<file path="config.mk">
export PLATFORM = sky130hd
export DESIGN_NAME = mem_bus_controller
export DESIGN_NICKNAME = d
export VERILOG_FILES = /design/src/rtl/mem_bus_pkg.sv /design/src/rtl/rr_arbiter2.sv /design/src/rtl/mem_bus_controller.sv
export SDC_FILE = /design/constraint.sdc
export NUM_CORES = 1
export LEC_CHECK = 0
export ABC_AREA = 1
export CORE_UTILIZATION = 35
export CTS_BUF_LIST = sky130_fd_sc_hd__clkbuf_4 sky130_fd_sc_hd__clkbuf_8
export DETAILED_ROUTE_END_ITERATION = 8
export PLACE_DENSITY = 0.71
export REMOVE_ABC_BUFFERS = 1
export SLEW_MARGIN = 40
export SYNTH_ARGS = -nofsm -noshare
export SYNTH_HDL_FRONTEND = slang
export SYNTH_SLANG_ARGS = --single-unit
</file>
<file path="constraint.sdc">
create_clock -name clk -period 1.2 [get_ports clk]
set_input_delay 0.3 -clock clk [delete_from_list [all_inputs] [get_ports clk]]
set_output_delay 0.3 -clock clk [all_outputs]
set_load 0.005 [all_outputs]
</file>
<file path="src/rtl/mem_bus_pkg.sv">
// mem_bus_pkg: shared types and constants for the main-memory bus controller.
// State encoding, owner ids, timeout abort pattern and default timeout.
package mem_bus_pkg;

    typedef enum logic [1:0] {
        IDLE   = 2'd0,
        ACCESS = 2'd1,
        DONE   = 2'd2
    } state_e;

    localparam logic OWN_CPU = 1'b0;
    localparam logic OWN_LD  = 1'b1;

    // Read data returned on a timeout abort; sliced to DW (DW <= 64)
    localparam logic [63:0] ERR_RDATA = {64{1'b1}};

    localparam int unsigned DEF_TIMEOUT = 64;

endpackage

</file>
<file path="src/rtl/rr_arbiter2.sv">
// rr_arbiter2: two-input round-robin grant (CPU vs loader).
// The last winner loses the next tie; reset favours the CPU.
module rr_arbiter2
    import mem_bus_pkg::*;
(
    input  logic clk_i,
    input  logic rst_ni,
    input  logic en_i,
    input  logic req_cpu_i,
    input  logic req_ld_i,
    output logic gnt_o,
    output logic owner_o
);

    logic last_q;
    logic last_d;
    logic owner;

    // Pick the winner and remember it whenever a grant is issued
    always_comb begin
        owner  = OWN_CPU;
        last_d = last_q;
        if (req_cpu_i && req_ld_i) begin
            owner = ~last_q;
        end else if (req_ld_i) begin
            owner = OWN_LD;
        end
        gnt_o   = en_i && (req_cpu_i || req_ld_i);
        owner_o = owner;
        if (gnt_o) begin
            last_d = owner;
        end
    end

    // Round-robin history register
    always_ff @(posedge clk_i or negedge rst_ni) begin
        if (!rst_ni) begin
            last_q <= OWN_LD;
        end else begin
            last_q <= last_d;
        end
    end

endmodule

</file>
<file path="src/rtl/mem_bus_controller.sv">
// mem_bus_controller: sequences main-memory accesses for CPU and loader.
// Optional timeout abort is built when MEMBUS_TIMEOUT_EN is defined.
module mem_bus_controller
    import mem_bus_pkg::*;
#(
    parameter int AW      = 16,
    parameter int DW      = 16,
    parameter int TIMEOUT = DEF_TIMEOUT
) (
    input  logic          clk,
    input  logic          reset_n,
    input  logic          MREQ_N,
    input  logic          R_W_N,
    input  logic [AW-1:0] cpu_addr,
    input  logic [DW-1:0] cpu_wdata,
    output logic          ACK,
    output logic [DW-1:0] cpu_rdata,
    input  logic          ld_req,
    input  logic          ld_we,
    input  logic [AW-1:0] ld_addr,
    input  logic [DW-1:0] ld_wdata,
    output logic          ld_ack,
    output logic [DW-1:0] ld_rdata,
    output logic          mem_cs,
    output logic          mem_we,
    output logic [AW-1:0] mem_addr,
    output logic [DW-1:0] mem_wdata,
    input  logic [DW-1:0] mem_rdata,
    input  logic          mem_rdy,
    output logic          busy,
    output logic          bus_err
);

    state_e        state_q, state_d;
    logic          owner_q, owner_d;
    logic          we_q, we_d;
    logic [AW-1:0] addr_q, addr_d;
    logic [DW-1:0] wdata_q, wdata_d;
    logic [DW-1:0] crd_q, crd_d;
    logic [DW-1:0] lrd_q, lrd_d;
    logic          err_q, err_d;
    logic          gnt;
    logic          gnt_owner;
    logic          in_idle;

    assign in_idle = (state_q == IDLE);

    rr_arbiter2 u_arb (
        .clk_i     (clk),
        .rst_ni    (reset_n),
        .en_i      (in_idle),
        .req_cpu_i (~MREQ_N),
        .req_ld_i  (ld_req),
        .gnt_o     (gnt),
        .owner_o   (gnt_owner)
    );

`ifdef MEMBUS_TIMEOUT_EN
    localparam int CW = $clog2(TIMEOUT + 1);
    logic [CW-1:0] cnt_q, cnt_d;
    logic          tmo;

    assign tmo = (cnt_q == CW'(TIMEOUT - 1));

    // Count ACCESS cycles; cleared when a new access is granted
    always_comb begin
        cnt_d = cnt_q;
        if (in_idle && gnt) begin
            cnt_d = '0;
        end else if (state_q == ACCESS) begin
            cnt_d = cnt_q + CW'(1);
        end
    end

    // Timeout counter register
    always_ff @(posedge clk or negedge reset_n) begin
        if (!reset_n) begin
            cnt_q <= '0;
        end else begin
            cnt_q <= cnt_d;
        end
    end
`else
    logic tmo;
    logic unused_timeout;

    assign tmo            = 1'b0;
    assign unused_timeout = (TIMEOUT != 0);
`endif

    // Next state, request latching and read-data capture
    always_comb begin
        state_d = state_q;
        owner_d = owner_q;
        we_d    = we_q;
        addr_d  = addr_q;
        wdata_d = wdata_q;
        crd_d   = crd_q;
        lrd_d   = lrd_q;
        err_d   = err_q;
        unique case (state_q)
            IDLE: begin
                err_d = 1'b0;
                if (gnt) begin
                    state_d = ACCESS;
                    owner_d = gnt_owner;
                    if (gnt_owner == OWN_CPU) begin
                        we_d    = ~R_W_N;
                        addr_d  = cpu_addr;
                        wdata_d = cpu_wdata;
                    end else begin
                        we_d    = ld_we;
                        addr_d  = ld_addr;
                        wdata_d = ld_wdata;
                    end
                end
            end
            ACCESS: begin
                if (mem_rdy) begin
                    state_d = DONE;
                    if (owner_q == OWN_CPU) begin
                        crd_d = mem_rdata;
                    end else begin
                        lrd_d = mem_rdata;
                    end
                end else if (tmo) begin
                    state_d = DONE;
                    err_d   = 1'b1;
                    if (owner_q == OWN_CPU) begin
                        crd_d = ERR_RDATA[DW-1:0];
                    end else begin
                        lrd_d = ERR_RDATA[DW-1:0];
                    end
                end
            end
            DONE: begin
                state_d = IDLE;
            end
            default: begin
                state_d = IDLE;
            end
        endcase
    end

    // State and datapath registers
    always_ff @(posedge clk or negedge reset_n) begin
        if (!reset_n) begin
            state_q <= IDLE;
            owner_q <= OWN_CPU;
            we_q    <= 1'b0;
            addr_q  <= '0;
            wdata_q <= '0;
            crd_q   <= '0;
            lrd_q   <= '0;
            err_q   <= 1'b0;
        end else begin
            state_q <= state_d;
            owner_q <= owner_d;
            we_q    <= we_d;
            addr_q  <= addr_d;
            wdata_q <= wdata_d;
            crd_q   <= crd_d;
            lrd_q   <= lrd_d;
            err_q   <= err_d;
        end
    end

    assign mem_cs    = (state_q == ACCESS);
    assign mem_we    = mem_cs && we_q;
    assign mem_addr  = mem_cs ? addr_q : '0;
    assign mem_wdata = mem_cs ? wdata_q : '0;
    assign ACK       = (state_q == DONE) && (owner_q == OWN_CPU);
    assign ld_ack    = (state_q == DONE) && (owner_q == OWN_LD);
    assign bus_err   = (state_q == DONE) && err_q;
    assign busy      = !in_idle;
    assign cpu_rdata = crd_q;
    assign ld_rdata  = lrd_q;

endmodule

</file>
==> results of run 1 <==
layout make-up:
class                      count  area (µm²)
fill                         855        3880
timing repair buffer         227        2140
sequential                    69        1730
multi-input combinational    279        1650
inverter                     122         479
tap                          136         170
clock buffer                  11         151
clock inverter                 5        33.8
flip-flops by register name, summed over array words and instances, names as in the netlist:
signal	cells
addr_q	16
cpu_rdata	16
ld_rdata	16
owner_q	1
state_q	2
u_arb.last_q	1
wdata_q	16
we_q	1
cell families after synthesis:
| kind of cell | count (synthesis) | synth area share (%) |
|---|---|---|
| AOI/OAI and AO/OA | 34 | 5.86 |
| buffers and inverters | 148 | 18.0 |
| DFF | 69 | 47.0 |
| other | 1 | 0.102 |
| and+or+nand+nor | 244 | 29.0 |
cell usage after synthesis (2+ instances only):
library cell and count:
nand3_1 66, clkbuf_1 3, o21ai_2 12, nand2_2 2, o21ai_1 21, inv_1 118
nand2_1 135, inv_2 3, nor2_1 34, dfrtp_1 68, buf_2 6, buf_4 8
buf_6 9, nand3_4 2, nor2_4 2, nor3_1 2
worst reg2reg max path: stages, from the launching register on:
cell       delay (ns)
dfrtp_1          0.42
buf_6            0.14
inv_6            0.07
buf_6            0.10
nand2_4          0.05
buf_6            0.12
nor2_8           0.13
buf_12           0.14
inv_16           0.05
clkbuf_16        0.16
nand2_2          0.05
nand2_1          0.05
cell usage in the layout (no fill, tap or decap), drive strengths merged:
master	netlist	final
clkdlybuf4s50	0	85
dfrtp	68	68
o21ai	34	34
clkbuf	3	20
inv	122	123
dlygate4sd3	0	1
buf	23	132
clkinvlp	0	2
conb	1	1
nand2	137	137
dfstp	1	1
nor3	2	2
nor2	37	37
nand3	68	68
clkinv	0	2
worst paths after layout:
| kind | start | endpoint | slack [ns] | cells after the start |
|---|---|---|---|---|
| setup reg to reg | state_q[1]$_DFFE_PN0P_ | addr_q[10]$_DFFE_PN0P_ | -0.39 | 11 |
| setup / recovery | state_q[0]$_DFFE_PN0P_ | mem_addr[12] | -0.45 | 6 |
| min in group clk | cpu_rdata[3]$_DFFE_PN0P_ | cpu_rdata[3]$_DFFE_PN0P_ | 0.48 | 2 |
| hold reg to reg | cpu_rdata[3]$_DFFE_PN0P_ | cpu_rdata[3]$_DFFE_PN0P_ | 0.48 | 2 |
| max in group asynchronous | reset_n | cpu_rdata[6]$_DFFE_PN0P_ | 0.37 | 3 |
| hold / removal | reset_n | cpu_rdata[8]$_DFFE_PN0P_ | 0.37 | 2 |
repair_timing:
item / in CTS / in global routing
hold endpoints to repair: 17 / 0
pin swaps: 4 / 35
hold buffers: 1 / 0
gates resized for setup: 284 / 133
buffers inserted: 14 / 11
setup endpoints to repair: 105 / 106
cloned: 2 / 9
power by group:
part	switching, µW	total [µW]	internal, µW
Combinational	3980	8260	4280
Sequential	749	4200	3450
Clock	900	1760	863
layer usage:
metal | GRT usage [%] | wire length [µm]
met4 | 7.24 | 315
met3 | 2.94 | 611
met5 | 0 | 0
met1 | 25.9 | 5190
met2 | 35.7 | 6150
stage by stage:
stage	area, µm²	total power [µW]	utilization [%]	setup WS [ns]	cells
2_1_floorplan	3470	6580	-	-0.629	470
3_3_place_gp	5640	10600	55.1	-0.420	804
3_5_place_dp	5640	10800	55.1	-0.465	804
4_1_cts	5840	12600	57.1	-0.520	836
5_1_grt	6350	15200	62.1	-0.494	849
6_report	6350	14200	62.1	-0.448	849
==> results.cfg, run 1 <==
[run_status]
status = finished, violations left
failed_checks = DRC, setup timing

[finish]
diodes = 0
nets = 795
final_layout_size_suffix_gt1_share_pct = 39.8
syn2layout_area_growth_pct = 72.9

[setup_path]
crit_family = buffers and inverters
path_cells = inv_2 > nor2_4 > inv_2 > buf_12 > nor2_1 > buf_2
cp.required_ns = 0.90
critPathArrivalTime_ns = 1.35
slowest_stage = dfrtp_1
critPathCaptureType = primary output
cp-start-kind = flip-flop
crit_type = reg2out
cp_max_fo = 19
path_buf_inv = 4
crit_top_cell = inv_2
cpPeakStageDelay_ns = 0.37

[floorplan]
die_x_um = 104
die_area_um2 = 10900
io_pins = 157
core_area_um2 = 10200
initial_core_util_pct = 35.9
rows = 37
die_height_um = 104

[clocking]
clkSlewWorstSetupHoldPaths_ns = 0.08
cts.htree.levels = 3
cts_buffers = 9
cts_buffer_depth = 2
root_buffer = clkbuf_8
worstSkewPairLatency_ns = 0.34
cts_tree = yes
cts_num_sinks = 69

[timing]
fin_crit_sh_pct = 137
hold_viol_final = 0
fin_crit_ns = 1.65
clock_skew_ns = 0.0107
worst_slack_ns = -0.448
drv_slew = 0
fmax_ghz = 0.607
fin_worst_hold_slack_ns = 0.375
setup_viol = 105
grt_setup_unrepaired = yes
final.setup.tns_ns = -33.51

[routing]
dr.pass1.iters = 9
drt-total-wl_mm = 12.3
routed-via-count = 3872
vias_per_cell = 4.56
antenna_left = 0
drt_iter0_drc = 206
remaining_drc_errors = 2
wl_per_cell_um = 14.4

[yosys]
ys.flop_type = dfrtp_1
synthArstFlopShare_pct = 100
synthDistinctLibCells = 21
syn_avg_cell_area_um2 = 7.41
synth_edf_count = 0
ys_seq_elements = 69
synth_area_um2 = 3670
synth.area.top_cells = dfrtp_1 46%, nand2_1 14%, inv_1 12%
yosysWarnings = 0
synth_cells = 496
synth_top_area_share_pct = 46.3
synth_top_area_cell = dfrtp_1
ys_seq_area_share_pct = 47.0

[power_and_ir_drop]
vdd_drop_max_mv = 0.814
p_leak_uw = 0.00349
power.density_nw_per_um2 = 2240

[global_route]
antenna_found_initial = 0
grt_pass1_vias = 3816
grt_pass1_wl_mm = 18.0
grt_max_degree = 33
grt_use_total_pct = 20.5
overflow = 0

[job]
drv_cap = 0

[placed_design]
io_buffers = 155
gp_congestion = 0.766
hpwl_mm = 7.62

[min_path]
hp-class = in2async
No activity file was read; power rests on OpenSTA's default activity.
==> run 2, diff against run 1 <==
Settings changed: SETUP_SLACK_MARGIN from default to 0.15.
==> results.cfg, run 2 (same netlist as run 1, synthesis figures left out) <==
[global_route]
grt_use_total_pct = 22.1
grt_max_degree = 29
overflow = 0
antenna_found_initial = 0
grt_pass1_wl_mm = 19.3
grt_pass1_vias = 3990

[job]
drv_cap = 0

[finish]
stdcell_count = 868
seq_area_um2 = 1730
final_cell_mix = 118 x inv_1, 97 x nand2_1, 85 x clkdlybuf4s50_1
final_layout_size_suffix_gt1_share_pct = 41.4
multi_input_area_um2 = 1670
final_common_cell = inv_1
diodes = 0
nFillCells = 817
nets = 814
syn2layout_area_growth_pct = 78.1

[timing]
hold_viol_final = 0
final.setup.tns_ns = -39.24
fmax_ghz = 0.576
grt_setup_unrepaired = yes
drv_slew = 0
clock_skew_ns = 0.00881
fin_crit_ns = 1.73
fin_worst_hold_slack_ns = 0.368
setup_viol = 105
worst_slack_ns = -0.535
fin_crit_sh_pct = 145

[routing]
antenna_left = 0
drt-total-wl_mm = 12.9
routed-via-count = 3980
remaining_drc_errors = 2
dr.pass1.iters = 6
vias_per_cell = 4.59
drt_iter0_drc = 186
wl_per_cell_um = 14.8

[clocking]
worstSkewPairLatency_ns = 0.35
root_buffer = clkbuf_8
cts_buffer_depth = 2
cts_buffers = 9
cts_num_sinks = 69
cts.htree.levels = 3
clkSlewWorstSetupHoldPaths_ns = 0.08
cts_tree = yes

[power_and_ir_drop]
power.density_nw_per_um2 = 2240
vdd_drop_max_mv = 0.843
p_leak_uw = 0.00358

[floorplan]
rows = 37
die_area_um2 = 10900
die_height_um = 104
initial_core_util_pct = 35.9
core_area_um2 = 10200
die_x_um = 104
io_pins = 157

[run_status]
failed_checks = DRC, setup timing
status = finished, violations left

[setup_path]
crit_top_cell = buf_6
slowest_stage = dfrtp_1
cpPeakStageDelay_ns = 0.42
cp_max_fo = 6
critPathCaptureType = flip-flop
path_cells = buf_6 > buf_6 > inv_8 > buf_6 > nand2_4 > buf_6 > nor2_8 > inv_6 > buf_12 > clkbuf_16 > nand2_2 > nand2_1
crit_type = reg2reg
critPathArrivalTime_ns = 1.97
cp.required_ns = 1.44
cp-start-kind = flip-flop

[placed_design]
hpwl_mm = 7.62
place_inst = 804
io_buffers = 155
gp_congestion = 0.766

[min_path]
hp-class = in2async
-- run 2: cell types whose count changed in the layout (fill, tap and decap cells not counted), sizes merged --
cell / change
buf: +23
clkbuf: -5
clkdlybuf4s15: +1
-- run 2: path summary, 6_finish.rpt --
kind	from	endpoint	slack (ns)	cells after the start
worst max-delay path	state_q[1]$_DFFE_PN0P_	wdata_q[3]$_DFFE_PN0P_	-0.53	12
worst min-delay path	reset_n	cpu_rdata[8]$_DFFE_PN0P_	0.37	2
worst max register to register	state_q[1]$_DFFE_PN0P_	wdata_q[3]$_DFFE_PN0P_	-0.53	12
worst min register to register	wdata_q[11]$_DFFE_PN0P_	wdata_q[11]$_DFFE_PN0P_	0.47	2
max in group asynchronous	reset_n	cpu_rdata[6]$_DFFE_PN0P_	0.38	3
min in group clk	wdata_q[11]$_DFFE_PN0P_	wdata_q[11]$_DFFE_PN0P_	0.47	2
-- run 2: timing repair --
action,in CTS,in global routing
cloned,8,2
buffers inserted,14,23
hold buffers,1,0
gates resized for setup,299,113
pin swaps,4,60
hold endpoints to repair,17,0
endpoints found under the setup margin,137,138
-- run 2: cell type report --
cell class,instances,area share (%)
Timing Repair Buffer,246,35.5
Sequential cell,69,26.4
Multi-Input combinational cell,279,25.5
Inverter,122,7.19
Tap cell,136,2.60
Clock buffer,11,2.31
Clock inverter,5,0.516
-- run 2: power breakdown --
part / switching, µW / internal (µW)
combinational: 4130 / 4610
clock: 908 / 862
sequential: 695 / 3450
-- run 2: through the flow --
stage	util [%]	total power (µW)	cell area, µm²	setup slack [ns]
global placement	55.1	10600	5640	-0.420
global route	64.0	15600	6540	-0.573
finish	64.0	14700	6540	-0.535
detailed placement	55.1	10800	5640	-0.465
floorplan	-	6580	3470	-0.629
CTS	59.3	13100	6070	-0.534
-- run 2: worst max-delay path: cells and delay by family (launching register included) --
kind	cells	cell delay (ns)
AND/OR/NAND/NOR	4	0.30
buffers and inverters	8	0.90
flip-flops	1	0.42
-- run 2: metal layers --
| layer | part of all wire (%) | track usage, % |
|---|---|---|
| met4 | 2.8 | 7.96 |
| met5 | 0 | 0 |
| met3 | 4.3 | 2.94 |
| met2 | 51 | 38.4 |
| met1 | 42 | 28.0 |
==> run 3, diff against run 2 <==
Settings changed: ABC_CLOCK_PERIOD_IN_PS from default to 1200.
==> results of run 3 <==
Same layout as run 2: the final DEF is identical, and so are final timing and power.
